===== src/rtl/spad_fifo_ctrl_if.sv =====
// Producer, consumer, scratchpad and status signals of spad_fifo_ctrl.
// The slave modport is the controller's view; master is the surrounding logic.
interface spad_fifo_ctrl_if #(
   parameter int unsigned SPAD_ADDR_BITS = 4,
   parameter int unsigned DATA_W         = 128
);
   logic                      in_flush;
   logic                      in_wr_valid;
   logic [DATA_W-1:0]         in_wr_data;
   logic                      out_wr_ready;
   logic                      out_rd_valid;
   logic [DATA_W-1:0]         out_rd_data;
   logic                      in_rd_ready;
   logic [SPAD_ADDR_BITS-1:0] out_spad_raddr;
   logic [SPAD_ADDR_BITS-1:0] out_spad_waddr;
   logic [DATA_W-1:0]         out_spad_wdata;
   logic                      out_spad_we;
   logic [DATA_W-1:0]         in_spad_rdata;
   logic [SPAD_ADDR_BITS:0]   out_count;
   logic                      out_full;
   logic                      out_empty;
   logic                      out_afull;

   modport slave (
      input  in_flush, in_wr_valid, in_wr_data, in_rd_ready, in_spad_rdata,
      output out_wr_ready, out_rd_valid, out_rd_data, out_spad_raddr,
             out_spad_waddr, out_spad_wdata, out_spad_we, out_count,
             out_full, out_empty, out_afull
   );

   modport master (
      output in_flush, in_wr_valid, in_wr_data, in_rd_ready, in_spad_rdata,
      input  out_wr_ready, out_rd_valid, out_rd_data, out_spad_raddr,
             out_spad_waddr, out_spad_wdata, out_spad_we, out_count,
             out_full, out_empty, out_afull
   );
endinterface


===== src/rtl/spad_fifo_ctrl.sv =====
// Runs the 16x128 scratchpad as a circular FIFO between the fill engine and
// the detection datapath, with a registered read-data output stage.
module spad_fifo_ctrl #(
   parameter int unsigned SPAD_ADDR_BITS = 4,
   parameter int unsigned SPAD_SIZE      = 16,
   parameter int unsigned DATA_W         = 128,
   parameter int unsigned AFULL_THRESH   = 12
) (
   input logic             in_clk,
   input logic             in_rst_n,
   spad_fifo_ctrl_if.slave bus
);
   typedef logic [SPAD_ADDR_BITS:0] cnt_t;
   localparam cnt_t SIZE_C  = cnt_t'(SPAD_SIZE);
   localparam cnt_t AFULL_C = cnt_t'(AFULL_THRESH);

   logic [SPAD_ADDR_BITS-1:0] wptr;
   logic [SPAD_ADDR_BITS-1:0] rptr;
   cnt_t                      count;
   logic                      rd_valid;
   logic [DATA_W-1:0]         rd_data;
   logic                      full;
   logic                      empty;
   logic                      afull;
   logic                      wr_ready;
   logic                      push;
   logic                      load;

   always_comb begin
      full     = (count == SIZE_C);
      empty    = (count == '0);
      afull    = (count >= AFULL_C);
      wr_ready = !full && !bus.in_flush;
      // Write enable is held low while reset is asserted, even with a valid producer.
      push     = bus.in_wr_valid && wr_ready && in_rst_n;
      load     = !empty && (!rd_valid || bus.in_rd_ready) && !bus.in_flush;
   end

   always_ff @(posedge in_clk or negedge in_rst_n) begin
      if (!in_rst_n) begin
         wptr     <= '0;
         rptr     <= '0;
         count    <= '0;
         rd_valid <= 1'b0;
         rd_data  <= '0;
      end else if (bus.in_flush) begin
         wptr     <= '0;
         rptr     <= '0;
         count    <= '0;
         rd_valid <= 1'b0;
      end else begin
         if (push) begin
            wptr <= wptr + 1'b1;
         end
         if (load) begin
            rptr     <= rptr + 1'b1;
            rd_data  <= bus.in_spad_rdata;
            rd_valid <= 1'b1;
         end else if (bus.in_rd_ready) begin
            rd_valid <= 1'b0;
         end
         case ({push, load})
            2'b10:   count <= count + 1'b1;
            2'b01:   count <= count - 1'b1;
            default: count <= count;
         endcase
      end
   end

   assign bus.out_wr_ready   = wr_ready;
   assign bus.out_rd_valid   = rd_valid;
   assign bus.out_rd_data    = rd_data;
   assign bus.out_spad_raddr = rptr;
   assign bus.out_spad_waddr = wptr;
   assign bus.out_spad_wdata = bus.in_wr_data;
   assign bus.out_spad_we    = push;
   assign bus.out_count      = count;
   assign bus.out_full       = full;
   assign bus.out_empty      = empty;
   assign bus.out_afull      = afull;
endmodule

===== src/flat_wrapper.sv =====
// flat-port wrapper written by rule: the top's interface ports become plain ports
module spad_fifo_ctrl_flat 
#(
   parameter int unsigned SPAD_ADDR_BITS = 4,
   parameter int unsigned SPAD_SIZE      = 16,
   parameter int unsigned DATA_W         = 128,
   parameter int unsigned AFULL_THRESH   = 12
)
  (in_clk, in_rst_n, bus_in_flush, bus_in_wr_valid, bus_in_wr_data, bus_in_rd_ready, bus_in_spad_rdata, bus_out_wr_ready, bus_out_rd_valid, bus_out_rd_data, bus_out_spad_raddr, bus_out_spad_waddr, bus_out_spad_wdata, bus_out_spad_we, bus_out_count, bus_out_full, bus_out_empty, bus_out_afull);
  spad_fifo_ctrl_if #(.SPAD_ADDR_BITS(SPAD_ADDR_BITS), .DATA_W(DATA_W)) bus_i ();
  input logic in_clk;
  input logic in_rst_n;
  input wire logic [$bits(bus_i.in_flush)-1:0] bus_in_flush;
  input wire logic [$bits(bus_i.in_wr_valid)-1:0] bus_in_wr_valid;
  input wire logic [$bits(bus_i.in_wr_data)-1:0] bus_in_wr_data;
  input wire logic [$bits(bus_i.in_rd_ready)-1:0] bus_in_rd_ready;
  input wire logic [$bits(bus_i.in_spad_rdata)-1:0] bus_in_spad_rdata;
  output wire logic [$bits(bus_i.out_wr_ready)-1:0] bus_out_wr_ready;
  output wire logic [$bits(bus_i.out_rd_valid)-1:0] bus_out_rd_valid;
  output wire logic [$bits(bus_i.out_rd_data)-1:0] bus_out_rd_data;
  output wire logic [$bits(bus_i.out_spad_raddr)-1:0] bus_out_spad_raddr;
  output wire logic [$bits(bus_i.out_spad_waddr)-1:0] bus_out_spad_waddr;
  output wire logic [$bits(bus_i.out_spad_wdata)-1:0] bus_out_spad_wdata;
  output wire logic [$bits(bus_i.out_spad_we)-1:0] bus_out_spad_we;
  output wire logic [$bits(bus_i.out_count)-1:0] bus_out_count;
  output wire logic [$bits(bus_i.out_full)-1:0] bus_out_full;
  output wire logic [$bits(bus_i.out_empty)-1:0] bus_out_empty;
  output wire logic [$bits(bus_i.out_afull)-1:0] bus_out_afull;
  assign bus_i.in_flush = bus_in_flush;
  assign bus_i.in_wr_valid = bus_in_wr_valid;
  assign bus_i.in_wr_data = bus_in_wr_data;
  assign bus_i.in_rd_ready = bus_in_rd_ready;
  assign bus_i.in_spad_rdata = bus_in_spad_rdata;
  assign bus_out_wr_ready = bus_i.out_wr_ready;
  assign bus_out_rd_valid = bus_i.out_rd_valid;
  assign bus_out_rd_data = bus_i.out_rd_data;
  assign bus_out_spad_raddr = bus_i.out_spad_raddr;
  assign bus_out_spad_waddr = bus_i.out_spad_waddr;
  assign bus_out_spad_wdata = bus_i.out_spad_wdata;
  assign bus_out_spad_we = bus_i.out_spad_we;
  assign bus_out_count = bus_i.out_count;
  assign bus_out_full = bus_i.out_full;
  assign bus_out_empty = bus_i.out_empty;
  assign bus_out_afull = bus_i.out_afull;
  spad_fifo_ctrl #(.SPAD_ADDR_BITS(SPAD_ADDR_BITS), .SPAD_SIZE(SPAD_SIZE), .DATA_W(DATA_W), .AFULL_THRESH(AFULL_THRESH)) u_core (.in_clk(in_clk), .in_rst_n(in_rst_n), .bus(bus_i));
endmodule

===== config.mk =====
export PLATFORM = sky130hd
export DESIGN_NAME = spad_fifo_ctrl_flat
export DESIGN_NICKNAME = d
export VERILOG_FILES = /design/src/rtl/spad_fifo_ctrl_if.sv /design/src/rtl/spad_fifo_ctrl.sv /design/src/flat_wrapper.sv
export SDC_FILE = /design/constraint.sdc
export NUM_CORES = 1
export LEC_CHECK = 0
export BUFFER_PORTS_ARGS = -buffer_cell sky130_fd_sc_hd__buf_2
export CAP_MARGIN = 20
export CELL_PAD_IN_SITES_DETAIL_PLACEMENT = 1
export CELL_PAD_IN_SITES_GLOBAL_PLACEMENT = 2
export CORE_AREA = 2 2 209 211
export CTS_CLUSTER_SIZE = 40
export DETAILED_ROUTE_END_ITERATION = 16
export DIE_AREA = 0 0 211 213
export PLACE_DENSITY = 0.65
export SYNTH_ARGS = -nofsm -noshare
export SYNTH_HDL_FRONTEND = slang
export SYNTH_SLANG_ARGS = --single-unit

===== constraint.sdc =====
create_clock -name in_clk -period 5.4 [get_ports in_clk]
set_clock_uncertainty 0.05 [all_clocks]
set_input_delay 0.27 -clock in_clk [delete_from_list [all_inputs] [get_ports in_clk]]
set_output_delay 0.27 -clock in_clk [all_outputs]
set_load 0.005 [all_outputs]

==> flow_summary.ini <==
[logic_synthesis]
async_flop_share = 1.00
synth_flop_cell = dfrtp_1
synth_commonest_cells = dfrtp_1, buf_4, mux2_4, mux2_2, buf_6
yosysMostFrequentCell = dfrtp_1
syn_avg_cell_area_um2 = 14.2
synth_top_area_frac = 0.507
synth_edf_count = 0
synth_cells = 493
yosys.area.top_type = dfrtp_1
yosysSeqAreaShare = 0.507
ys_ff_latch = 142
yosysUniqueCellTypes = 37
syn-cell-area_mm2 = 0.00701
synth_area_leaders = dfrtp_1, mux2_4, buf_4, mux2_2, buf_6
syn_nets = 760
synth_warnings = 0

[floorplanning]
die_h_um = 213
row_count = 76
ioPinCount = 536
dieArea_mm2 = 0.0449
die_w_um = 211
start_util = 0.164
coreArea_mm2 = 0.0427

[clocking]
hold_buffers = 129
clock-sinks = 142
clockRootBuffer = clkbuf_16
cts_tree = done
insertion_delay_ns = 0.46
clk_pin_slew_ns = 0.06
cts_made_buffers = 17
cts_setup_buffers = 0
cts_resized = 0
htreeDepth = 4
ctsLongestPathBuffers = 2

[placed_design]
routabilityCongestion = 0.695
dp_hpwl_mm = 14.3
dpl_cell_area_mm2 = 0.00801
port_buffers = 279

[detailed_routing]
vias = 4734
via_per_inst = 3.54
routedWlPerCell_um = 15.6
wl_mm = 20.9
first_pass_iters = 3
first_iter_violations = 126
drc_errors = 0
antenna_left = 0

[layout]
final_nets = 1046
drive_gt1_frac = 0.566
final_util = 0.232
antennaDiodeCount = 0
fin_area_mm2 = 0.00992
area_growth_pct = 41.5
fill_cells = 4807

[power]
p_comb_frac = 0.390
pwr-share-clk = 0.246
cellPowerDensity_mw_per_mm2 = 524
p_leak_nw = 4.76
worst_ir_drop_vdd_uv = 218
switchingPower_w = 0.00158
p_int_w = 0.00361
p_sw_frac = 0.305
pwr-share-seq = 0.364

[sta]
fin_crit_ns = 3.19
rsz0062_at_grt = false
finalSetupViolCount = 0
tns_ns = 0
slew_viol_final = 0
slew_headroom = 0.387
period_share = 0.590
hold_viol = 0
worst_pin_slew_ns = 0.920
clock.fmax_mhz = 314

[global_routing]
grt_pass1_vias = 5353
antenna_found_initial = 0
grt.total_usage = 0.0953
grt_start_max_net_pins = 84
grt_pass1_wl_mm = 31.4
gr-total-overflow = 0

[flow_run]
maxCapViolCount = 0

[hold_path]
min_path_type = input pin to flop

[critical_path]
cp.arrival_ns = 3.46
worstSetupStartpointType = input pin
critPathMaxFanout = 83
end_kind = flop
crit_type = input pin to flop
r2r_setup_slack_ns = 2.44
worstPathRequired_ns = 5.67

[status]
status = finished, final reports clean
[worst max-delay path, cell delays in order]
cell and delay [ns]:
dlygate4sd3_1 0.55, buf_6 0.59, nand2_1 0.23, a211o_1 0.36
nand2_1 0.11, inv_1 0.08, ha_1 0.30, nor2b_1 0.16
o21a_1 0.21, o21ba_2 0.20, a221oi_1 0.25, o31ai_1 0.13
[layout by cell type (no fill, tap or decap), types with 2 or more instances in the layout]
| cell | instances |
|---|---|
| buf_2 | 278 |
| dfrtp_1 | 142 |
| dlygate4sd3_1 | 129 |
| mux2_4 | 101 |
| mux2_2 | 27 |
| clkbuf_16 | 17 |
| nand2_1 | 12 |
| nor2_1 | 12 |
| xor2_1 | 6 |
| inv_1 | 5 |
| a21oi_1 | 5 |
| ha_1 | 5 |
| bufinv_16 | 4 |
| clkinvlp_4 | 4 |
| buf_4 | 4 |
| nand2b_1 | 3 |
| nor2b_1 | 3 |
| o31ai_1 | 3 |
| clkinv_2 | 3 |
| a21o_1 | 2 |
| xnor2_1 | 2 |
| nand4_1 | 2 |
| clkbuf_8 | 2 |
[cells by family (layout without fill, tap and decap cells)]
| kind of cell | count (synthesis) | count (layout) | synth area share |
|---|---|---|---|
| buffers and inverters | 150 | 448 | 0.163 |
| XOR/XNOR | 8 | 8 | 0.00999 |
| adder cells (fa/ha/maj) | 6 | 6 | 0.0118 |
| flip-flops | 142 | 142 | 0.507 |
| AND/OR/NAND/NOR | 39 | 39 | 0.0266 |
| AO/OA/AOI/OAI | 20 | 20 | 0.0221 |
| multiplexers | 128 | 128 | 0.260 |
[power groups by stage]
| stage | combinational, W | clock, W | sequential [W] |
|---|---|---|---|
| 3_3_place_gp | 0.00197 | 0 | 0.00188 |
| 5_1_grt | 0.00221 | 0.00138 | 0.00197 |
| 4_1_cts | 0.00207 | 0.00135 | 0.00190 |
| 2_1_floorplan | 0.00122 | 0 | 0.00192 |
| 6_report | 0.00203 | 0.00128 | 0.00189 |
| 3_5_place_dp | 0.00199 | 0 | 0.00190 |
[sequential cells by signal, indices dropped and copies added (netlist names)]
signal	cells
u_core.bus.out_rd_valid	1
u_core.bus.out_spad_raddr	4
u_core.bus.out_rd_data	128
u_core.bus.out_count	5
u_core.bus.out_spad_waddr	4
[worst paths after layout]
| kind | start | to | cells after the start |
|---|---|---|---|
| min in group asynchronous | in_rst_n | u_core.bus.out_rd_data[64]$_DFFE_PN0P_ | 2 |
| worst min register to register | u_core.bus.out_rd_data[15]$_DFFE_PN0P_ | u_core.bus.out_rd_data[15]$_DFFE_PN0P_ | 1 |
| max in group asynchronous | in_rst_n | u_core.bus.out_rd_data[93]$_DFFE_PN0P_ | 3 |
| worst max register to register | u_core.bus.out_count[1]$_DFFE_PN0P_ | u_core.bus.out_count[4]$_DFFE_PN0P_ | 10 |
| worst min-delay path | bus_in_rd_ready | u_core.bus.out_rd_valid$_DFFE_PN0P_ | 3 |
| worst max-delay path | in_rst_n | u_core.bus.out_count[4]$_DFFE_PN0P_ | 12 |
[cell type report]
type / instances / area [um^2] / share of cell area
Sequential cell: 142 / 3550 / 0.358
Timing Repair Buffer: 412 / 2720 / 0.275
Multi-Input combinational cell: 201 / 2320 / 0.234
Tap cell: 546 / 683 / 0.0689
Clock buffer: 20 / 457 / 0.0460
Clock inverter: 11 / 165 / 0.0166
Inverter: 5 / 18.8 / 0.00189
[layer usage]
metal	GRT usage	wire length (um)	vias to the layer above
li1	-	-	2105
met1	0.0930	7510	2311
met2	0.154	10300	236
met3	0.0460	1940	80
met4	0.0765	1040	2
met5	0.00556	39	-
[per-stage QoR]
step / hold slack (ns) / instances / power [W] / setup slack, ns
floorplan: -0.0756 / 493 / 0.00314 / 2.42
CTS: 0.0456 / 1337 / 0.00532 / 2.14
global route: 0.0838 / 1337 / 0.00556 / 1.87
global placement: 0.337 / 1177 / 0.00385 / 2.29
detailed placement: 0.339 / 1177 / 0.00389 / 2.18
finish: 0.107 / 1337 / 0.00520 / 2.21
Power figures use the tool's default switching activity.
